File: config.mk
export PLATFORM = sky130hd
export DESIGN_NAME = fetch_issue_pipelined
export DESIGN_NICKNAME = d
export VERILOG_FILES = /design/src/rtl/fetch_pkg.sv /design/src/rtl/fetch_pc_fifo.sv /design/src/rtl/fetch_issue_pipelined.sv
export SDC_FILE = /design/constraint.sdc
export NUM_CORES = 1
export LEC_CHECK = 0
export ABC_AREA = 1
export CAP_MARGIN = 10
export CELL_PAD_IN_SITES_DETAIL_PLACEMENT = 2
export CELL_PAD_IN_SITES_GLOBAL_PLACEMENT = 2
export CORE_MARGIN = 1.5
export CORE_UTILIZATION = 35
export CTS_BUF_LIST = sky130_fd_sc_hd__clkbuf_2 sky130_fd_sc_hd__clkbuf_4 sky130_fd_sc_hd__clkbuf_8
export CTS_CLUSTER_DIAMETER = 80
export DETAILED_ROUTE_END_ITERATION = 12
export GPL_TIMING_DRIVEN = 0
export PLACE_DENSITY_LB_ADDON = 0.1
export SETUP_SLACK_MARGIN = 0.5
export SYNTH_ARGS = -nofsm -noshare
export SYNTH_HDL_FRONTEND = slang
export SYNTH_SLANG_ARGS = --single-unit
File: constraint.sdc
create_clock -name clock -period 3.18 [get_ports clock]
set_input_delay 0.636 -clock clock [delete_from_list [all_inputs] [get_ports clock]]
set_output_delay 0.636 -clock clock [all_outputs]
set_load 0.1 [all_outputs]
File: src/rtl/fetch_pkg.sv
// Shared fetch definitions: default stage parameters, the legacy next-PC
// select encoding used by wrappers, and a small parameter-check helper.
package fetch_pkg;

  localparam int DEFAULT_INSTR_BYTES = 4;
  localparam int DEFAULT_WORD_SHIFT  = 2;
  localparam int DEFAULT_RESET_PC    = 0;

  // Legacy next_PC_select encoding; wrappers around older fetch units
  // still drive these values, so the codes are fixed.
  typedef enum logic [1:0] {
    NPC_INC   = 2'b00,
    NPC_STALL = 2'b01,
    NPC_JUMP  = 2'b10
  } next_pc_sel_e;

  // True when v is a positive power of two.
  function automatic logic is_pow2(input int v);
    return (v > 0) && ((v & (v - 1)) == 0);
  endfunction

endpackage

File: src/rtl/fetch_pc_fifo.sv
// In-order tag FIFO holding the PC of every issued, still-live I-cache read.
// The head is the PC that the next fresh response belongs to.
// Flush empties the FIFO and wins over a same-cycle push.
module fetch_pc_fifo
  import fetch_pkg::*;
#(
  parameter int DEPTH = 4,
  parameter int WIDTH = 20
) (
  input  logic                       clock,
  input  logic                       reset,
  input  logic                       push,
  input  logic [WIDTH-1:0]           push_data,
  input  logic                       pop,
  input  logic                       flush,
  output logic [WIDTH-1:0]           head,
  output logic [$clog2(DEPTH):0]     count
);

  localparam int PW = $clog2(DEPTH);
  localparam int CW = PW + 1;

  logic [WIDTH-1:0] mem [DEPTH];
  logic [PW-1:0]    rd_ptr;
  logic [PW-1:0]    wr_ptr;
  logic             do_push;
  logic             do_pop;

  // A full FIFO only takes a push when an entry leaves the same cycle;
  // popping an empty FIFO is ignored.
  always_comb begin
    do_push = push && !flush && ((count < CW'(DEPTH)) || pop);
    do_pop  = pop && !flush && (count != '0);
  end

  // Storage needs no reset: entries are only read while counted as valid.
  always_ff @(posedge clock) begin
    if (do_push) begin
      mem[wr_ptr] <= push_data;
    end
  end

  // Pointers and occupancy; DEPTH is a power of two so pointers wrap freely.
  always_ff @(posedge clock or posedge reset) begin
    if (reset) begin
      rd_ptr <= '0;
      wr_ptr <= '0;
      count  <= '0;
    end else if (flush) begin
      rd_ptr <= '0;
      wr_ptr <= '0;
      count  <= '0;
    end else begin
      if (do_push) begin
        wr_ptr <= wr_ptr + 1'b1;
      end
      if (do_pop) begin
        rd_ptr <= rd_ptr + 1'b1;
      end
      case ({do_push, do_pop})
        2'b10:   count <= count + 1'b1;
        2'b01:   count <= count - 1'b1;
        default: count <= count;
      endcase
    end
  end

  assign head = mem[rd_ptr];

endmodule

File: src/rtl/fetch_issue_pipelined.sv
// Fetch issue stage: walks the sequential PC stream, issues I-cache reads
// with a valid/ready handshake, and pairs each in-order response with the
// PC that requested it. Redirects squash outstanding reads; responses that
// belong to squashed reads are counted off and dropped.
//
// Handshake: a request transfers on a cycle where i_mem_req_valid and
// i_mem_req_ready are both high. While valid is high and ready is low the
// address stays stable; valid may only drop without a transfer when a
// redirect withdraws the request. Responses have no ready: one response
// per i_mem_rsp_valid cycle, in request order.
module fetch_issue_pipelined
  import fetch_pkg::*;
#(
  parameter int CORE         = 0,
  parameter int ADDRESS_BITS = 20,
  parameter int RESET_PC     = DEFAULT_RESET_PC,
  parameter int INSTR_BYTES  = DEFAULT_INSTR_BYTES,
  parameter int WORD_SHIFT   = DEFAULT_WORD_SHIFT,
  parameter int MAX_INFLIGHT = 4
) (
  input  logic                            clock,
  input  logic                            reset,
  input  logic                            stall,
  input  logic                            redirect_valid,
  input  logic [ADDRESS_BITS-1:0]         redirect_PC,
  output logic                            i_mem_req_valid,
  input  logic                            i_mem_req_ready,
  output logic [ADDRESS_BITS-1:0]         i_mem_read_address,
  input  logic                            i_mem_rsp_valid,
  output logic                            issue_valid,
  output logic [ADDRESS_BITS-1:0]         issue_PC,
  output logic [$clog2(MAX_INFLIGHT):0]   inflight_count,
  output logic                            protocol_error
);

  localparam int CW = $clog2(MAX_INFLIGHT) + 1;
  localparam logic [ADDRESS_BITS-1:0] PC_INC     = ADDRESS_BITS'(INSTR_BYTES);
  localparam logic [ADDRESS_BITS-1:0] ALIGN_MASK = ~(ADDRESS_BITS'(INSTR_BYTES - 1));

  // CORE is carried for debug only; it takes part in the elaboration check.
  if (!is_pow2(INSTR_BYTES) || !is_pow2(MAX_INFLIGHT) || (MAX_INFLIGHT < 2) ||
      (CORE < 0) || (WORD_SHIFT < 0)) begin : g_bad_params
    $error("fetch_issue_pipelined: illegal parameter set");
  end

  logic [ADDRESS_BITS-1:0] pc_reg;
  logic [ADDRESS_BITS-1:0] pc_next;
  next_pc_sel_e            pc_sel;
  logic [CW-1:0]           drop_count;
  logic [CW-1:0]           drop_next;
  logic [CW-1:0]           fifo_count;
  logic [ADDRESS_BITS-1:0] fifo_head;
  logic                    req_fire;
  logic                    fifo_pop;
  logic                    rsp_consumed;
  logic                    rsp_orphan;

  // Request side: the credit check uses the registered occupancy, so a
  // response popping this cycle does not free a slot until the next one.
  always_comb begin
    inflight_count     = fifo_count + drop_count;
    i_mem_req_valid    = !reset && !stall && !redirect_valid &&
                         (inflight_count < CW'(MAX_INFLIGHT));
    i_mem_read_address = pc_reg >> WORD_SHIFT;
    req_fire           = i_mem_req_valid && i_mem_req_ready;
  end

  // Response side: stale responses burn drop credits first; a fresh one pops
  // the FIFO and issues with its PC in the same cycle. Any response that
  // finds nothing outstanding is an orphan and flags the protocol error.
  always_comb begin
    rsp_consumed = i_mem_rsp_valid && (inflight_count != '0);
    rsp_orphan   = i_mem_rsp_valid && (inflight_count == '0);
    fifo_pop     = i_mem_rsp_valid && !redirect_valid &&
                   (drop_count == '0) && (fifo_count != '0);
    issue_valid  = fifo_pop;
    issue_PC     = fifo_head;
  end

  // Drop credits: a redirect turns every FIFO entry into a credit, minus the
  // one consumed by a response arriving in the redirect cycle itself.
  always_comb begin
    drop_next = drop_count;
    if (redirect_valid) begin
      drop_next = drop_count + fifo_count - CW'(rsp_consumed);
    end else if (i_mem_rsp_valid && (drop_count != '0)) begin
      drop_next = drop_count - 1'b1;
    end
  end

  // Next-PC select: redirect beats a fire; otherwise the PC holds.
  always_comb begin
    pc_sel  = NPC_STALL;
    pc_next = pc_reg;
    if (redirect_valid) begin
      pc_sel = NPC_JUMP;
    end else if (req_fire) begin
      pc_sel = NPC_INC;
    end
    case (pc_sel)
      NPC_JUMP: pc_next = redirect_PC & ALIGN_MASK;
      NPC_INC:  pc_next = pc_reg + PC_INC;
      default:  pc_next = pc_reg;
    endcase
  end

  // PC, drop credits and the sticky error flag.
  always_ff @(posedge clock or posedge reset) begin
    if (reset) begin
      pc_reg         <= ADDRESS_BITS'(RESET_PC);
      drop_count     <= '0;
      protocol_error <= 1'b0;
    end else begin
      pc_reg     <= pc_next;
      drop_count <= drop_next;
      if (rsp_orphan) begin
        protocol_error <= 1'b1;
      end
    end
  end

  fetch_pc_fifo #(
    .DEPTH (MAX_INFLIGHT),
    .WIDTH (ADDRESS_BITS)
  ) u_pc_fifo (
    .clock     (clock),
    .reset     (reset),
    .push      (req_fire),
    .push_data (pc_reg),
    .pop       (fifo_pop),
    .flush     (redirect_valid),
    .head      (fifo_head),
    .count     (fifo_count)
  );

endmodule
==> flow_summary.rst <==
.. list-table::
   :header-rows: 1

   * - Metric
     - Value
   * - Routed wire length
     - 15.22 mm
   * - Average via count per standard cell
     - about 5.2
   * - Category of the worst setup path capture point
     - output port
   * - Total power density per cell area
     - 700.7 nW/um2
   * - Number of register bits inferred by synthesis
     - 101
   * - Vias
     - between 3000 and 4000
   * - Chip Width
     - ~120 um
   * - Row count
     - 42
   * - Synth top area share
     - 46.23%
   * - Average wire length per cell after detail routing
     - ~21 um
   * - Placed insts
     - between 700 and 800
   * - Drt drc
     - 0
   * - Hold buffers post-CTS
     - 0
   * - Instance count along the most critical hold path
     - 1
   * - Slew at the pin with the worst max-slew slack
     - roughly 980 ps
   * - Fraction of the cycle the final worst path needs
     - between 80 and 90%
   * - Dominant cells by area after synthesis
     - sky130_fd_sc_hd__edfxtp_1 (46%), sky130_fd_sc_hd__dfrtp_1 (16%), sky130_fd_sc_hd__nand2_1 (5.6%)
   * - Req. time, crit path
     - roughly 2500 ps
   * - Worst max-slew margin expressed relative to the limit
     - between 30 and 40%
   * - Total chip power
     - approximately 4300 uW
   * - Number of instances in the synthesized netlist
     - 460
   * - IO Port Bufs
     - 64
   * - Final Instance Count excl. Fillers
     - 730
   * - R2R setup slack
     - ~690 ps
   * - Run status
     - complete, no violations
   * - Area of the core
     - 13140 um2
   * - Seq/Total Area, Yosys
     - between 60% and 70%
   * - Number of flip-flops in the largest register
     - approximately 70
   * - Maximum capacitance violations
     - 0
   * - Startpoint of the tightest hold check path
     - protocol_error
   * - Path depth of the worst reg2reg path
     - 8
   * - Post-Syn Area
     - around 4700 um2
   * - Initial antenna violation count
     - 0
   * - Cell type contributing the most total cell area after synthesis
     - sky130_fd_sc_hd__edfxtp_1
   * - Clock tree from TritonCTS
     - yes
   * - Total iterations of the first detailed-routing run
     - 4
   * - Maximum VDD drop
     - between 0.8 and 0.9 mV
   * - Worst EP arrival
     - around 2000 ps
   * - Wire length of the first global-routing pass
     - about 24 mm
   * - I/O pin count
     - 72
   * - Critical setup path kind
     - reg -> out
   * - Leakage
     - roughly 0.0024 uW
   * - Worst-path maximum fanout
     - 10
   * - Post-placement setup slack
     - -408.9 ps
   * - Grt total ovfl
     - 0
   * - Type of the most critical hold path
     - reg -> reg
   * - Clk sinks
     - between 100 and 150
   * - Post-DP HPWL
     - between 10 and 15 mm
   * - Area growth from synthesis to final layout
     - 30.26%
   * - Setup violation total in the final timing report
     - 0
   * - Worst Clk Skew
     - about 9 ps
   * - Final critical-path required period
     - approximately 2600 ps
   * - Unrepaired setup endpoints after global routing
     - true
   * - Clock latency on the worst-skew pair
     - a little under 400 ps
   * - Unique masters post-synth
     - 34
   * - Synth warnings
     - 0
   * - Ratio of cells with drive above 1 in the final layout
     - 17.69%
   * - Top achievable clock speed
     - 0.3850 GHz
   * - Final hold vios
     - 0
   * - CTS H-Tree Depth
     - 3
   * - Remaining antenna violation count
     - 0
   * - Final number of max-transition violations
     - 0
   * - FF-to-FF End
     - u_pc_fifo.mem[0][17]
   * - Endpoint of the worst hold path
     - protocol_error
   * - Critical register-to-register path startpoint
     - u_pc_fifo.count[1]
   * - Diodes inserted
     - 0
   * - Count of nets after finishing
     - around 590
   * - Average footprint of a synthesized cell
     - approximately 10 um2
   * - Least setup slack across all paths after layout
     - 582.7 ps
   * - Initial Util
     - around 36%
   * - 1st-iter DRT viols
     - between 300 and 400
   * - Clock buffers created by TritonCTS
     - 9
   * - Overall die height
     - 118.6 um
   * - Startpoint class of the critical path
     - register
   * - Cell breakdown of the critical path
     - clkbuf_4, clkinv_4, clkbuf_2, o21ai_0, o22ai_2, buf_6
   * - Slowest cell on the critical path
     - sky130_fd_sc_hd__dfrtp_1
   * - Final weighted congestion of routability-driven global placement
     - roughly 0.77
   * - Largest net degree at the start of global routing
     - 16
   * - Full die area
     - 14060 um2
   * - Highest cell delay on the worst timing path
     - 370 ps
   * - Worst-case clock buffer depth
     - 2
   * - Overall global routing resource usage
     - approximately 23%
   * - Cell at the root of the clock tree
     - sky130_fd_sc_hd__clkbuf_8
   * - Clock transition at path regs
     - ~90 ps
   * - Vias in the first global route
     - roughly 4300
==> critical path, delay by kind of cell (launching register included) <==
kind / cells / cell delay [ps]
buffers and inverters: 4 / 790
flip-flops: 1 / 370
AO/OA/AOI/OAI: 2 / 410
==> where the power goes <==
group,switching [uW],leakage (uW),total (uW),internal [uW]
clock network,460,0.0000938,824,365
registers,141,0.00101,1660,1520
logic,1350,0.00134,1780,432
==> worst max path at each step <==
stage                   startpoint              endpoint  cells after the start
4_1_cts         u_pc_fifo.count[0]       i_mem_req_valid                      7
2_1_floorplan   u_pc_fifo.count[0]  u_pc_fifo.mem[0][10]                      8
3_3_place_gp                 stall  u_pc_fifo.mem[0][16]                      6
3_5_place_dp   u_pc_fifo.rd_ptr[0]          issue_PC[13]                      6
6_report       u_pc_fifo.rd_ptr[0]          issue_PC[14]                      6
5_1_grt        u_pc_fifo.rd_ptr[1]           issue_PC[9]                      5
==> layer usage <==
metal / vias up / part of all wire [%] / global-route usage [%]
met3: 23 / 2.7 / 2.896
li1: 1745 / - / -
met2: 74 / 53 / 41.28
met1: 1951 / 43 / 27.79
met4: 0 / 1.8 / 8.584
met5: - / 0 / 0
==> layout by cell type, fill, tap and decap left out, types with 2 or more instances in the layout <==
| cell | n |
|---|---|
| sky130_fd_sc_hd__nor2_1 | 62 |
| sky130_fd_sc_hd__clkbuf_2 | 8 |
| sky130_fd_sc_hd__xnor2_1 | 4 |
| sky130_fd_sc_hd__nand3b_1 | 2 |
| sky130_fd_sc_hd__clkdlybuf4s50_1 | 23 |
| sky130_fd_sc_hd__buf_8 | 6 |
| sky130_fd_sc_hd__nor3_1 | 3 |
| sky130_fd_sc_hd__clkinv_1 | 4 |
| sky130_fd_sc_hd__fa_1 | 2 |
| sky130_fd_sc_hd__buf_12 | 3 |
| sky130_fd_sc_hd__buf_4 | 13 |
| sky130_fd_sc_hd__dlygate4sd2_1 | 18 |
| sky130_fd_sc_hd__nand2_1 | 69 |
| sky130_fd_sc_hd__clkinv_4 | 2 |
| sky130_fd_sc_hd__buf_2 | 2 |
| sky130_fd_sc_hd__nand4_1 | 4 |
| sky130_fd_sc_hd__conb_1 | 4 |
| sky130_fd_sc_hd__inv_2 | 3 |
| sky130_fd_sc_hd__inv_1 | 39 |
| sky130_fd_sc_hd__clkbuf_1 | 5 |
| sky130_fd_sc_hd__a21oi_1 | 8 |
| sky130_fd_sc_hd__o211ai_1 | 5 |
| sky130_fd_sc_hd__nand3_1 | 28 |
| sky130_fd_sc_hd__o21ai_0 | 48 |
| sky130_fd_sc_hd__nor2_4 | 5 |
| sky130_fd_sc_hd__o22ai_2 | 18 |
| sky130_fd_sc_hd__xor2_1 | 6 |
| sky130_fd_sc_hd__nor3_2 | 2 |
| sky130_fd_sc_hd__clkbuf_8 | 9 |
| sky130_fd_sc_hd__edfxtp_1 | 72 |
| sky130_fd_sc_hd__ha_1 | 10 |
| sky130_fd_sc_hd__clkbuf_4 | 2 |
| sky130_fd_sc_hd__dfrtp_1 | 28 |
| sky130_fd_sc_hd__buf_6 | 16 |
| sky130_fd_sc_hd__o21ai_1 | 5 |
==> final cells by class <==
type | count | area [um2]
Buffer | 22 | 120.1
Clock buffer | 10 | 131.4
Clock inverter | 6 | 53.80
Fill cell | 1422 | 7046
Inverter | 43 | 166.4
Multi-Input combinational cell | 297 | 1708
Sequential cell | 101 | 2889
Tap cell | 176 | 220.2
Timing Repair Buffer | 75 | 803.3
==> cell families (layout without fill, tap and decap cells) <==
group / count (synthesis) / after routing / synth area share [%]
other: 1 / 4 / 0.08018
and+or+nand+nor: 180 / 180 / 16.32
adders and majority gates: 12 / 12 / 3.531
xor gates and xnor gates: 10 / 10 / 1.873
buffers and inverters: 65 / 156 / 5.645
AOI/OAI and AO/OA: 91 / 91 / 10.81
DFF: 101 / 101 / 61.74
==> per-stage QoR <==
stage | cell area (um2) | hold WS, ps | TNS [ps] | utilization, %
2_1_floorplan | 4811 | 492.3 | 0 | -
3_3_place_gp | 5672 | 440.4 | -51790 | 43.17
3_5_place_dp | 5769 | 447.3 | -7072 | 43.91
4_1_cts | 6027 | 472.3 | 0 | 45.88
5_1_grt | 6092 | 502.5 | 0 | 46.37
6_report | 6092 | 469.8 | 0 | 46.37
==> cell usage after synthesis, drive strengths merged <==
cell and number:
edfxtp 72, o22ai 19, or2 1, o21a 1
conb 1, a21o 1, nand2 71, nand3 29
dfrtp 29, o211ai 5, ha 10, a21oi 9
nor2 67, nand3b 2, a22oi 1, nor3 5
clkinv 1, xor2 6, o21bai 1, nand4 5
clkbuf 14, xnor2 4, o221ai 1, inv 42
fa 2, buf 8, o21ai 53
==> timing repair <==
item	in CTS	in global routing
buffers inserted	3	3
endpoints found under the hold margin	0	0
pin swaps	3	0
endpoints found under the setup margin	116	62
resized for setup	185	16
Note: power is estimated with default switching activity, not from simulation.
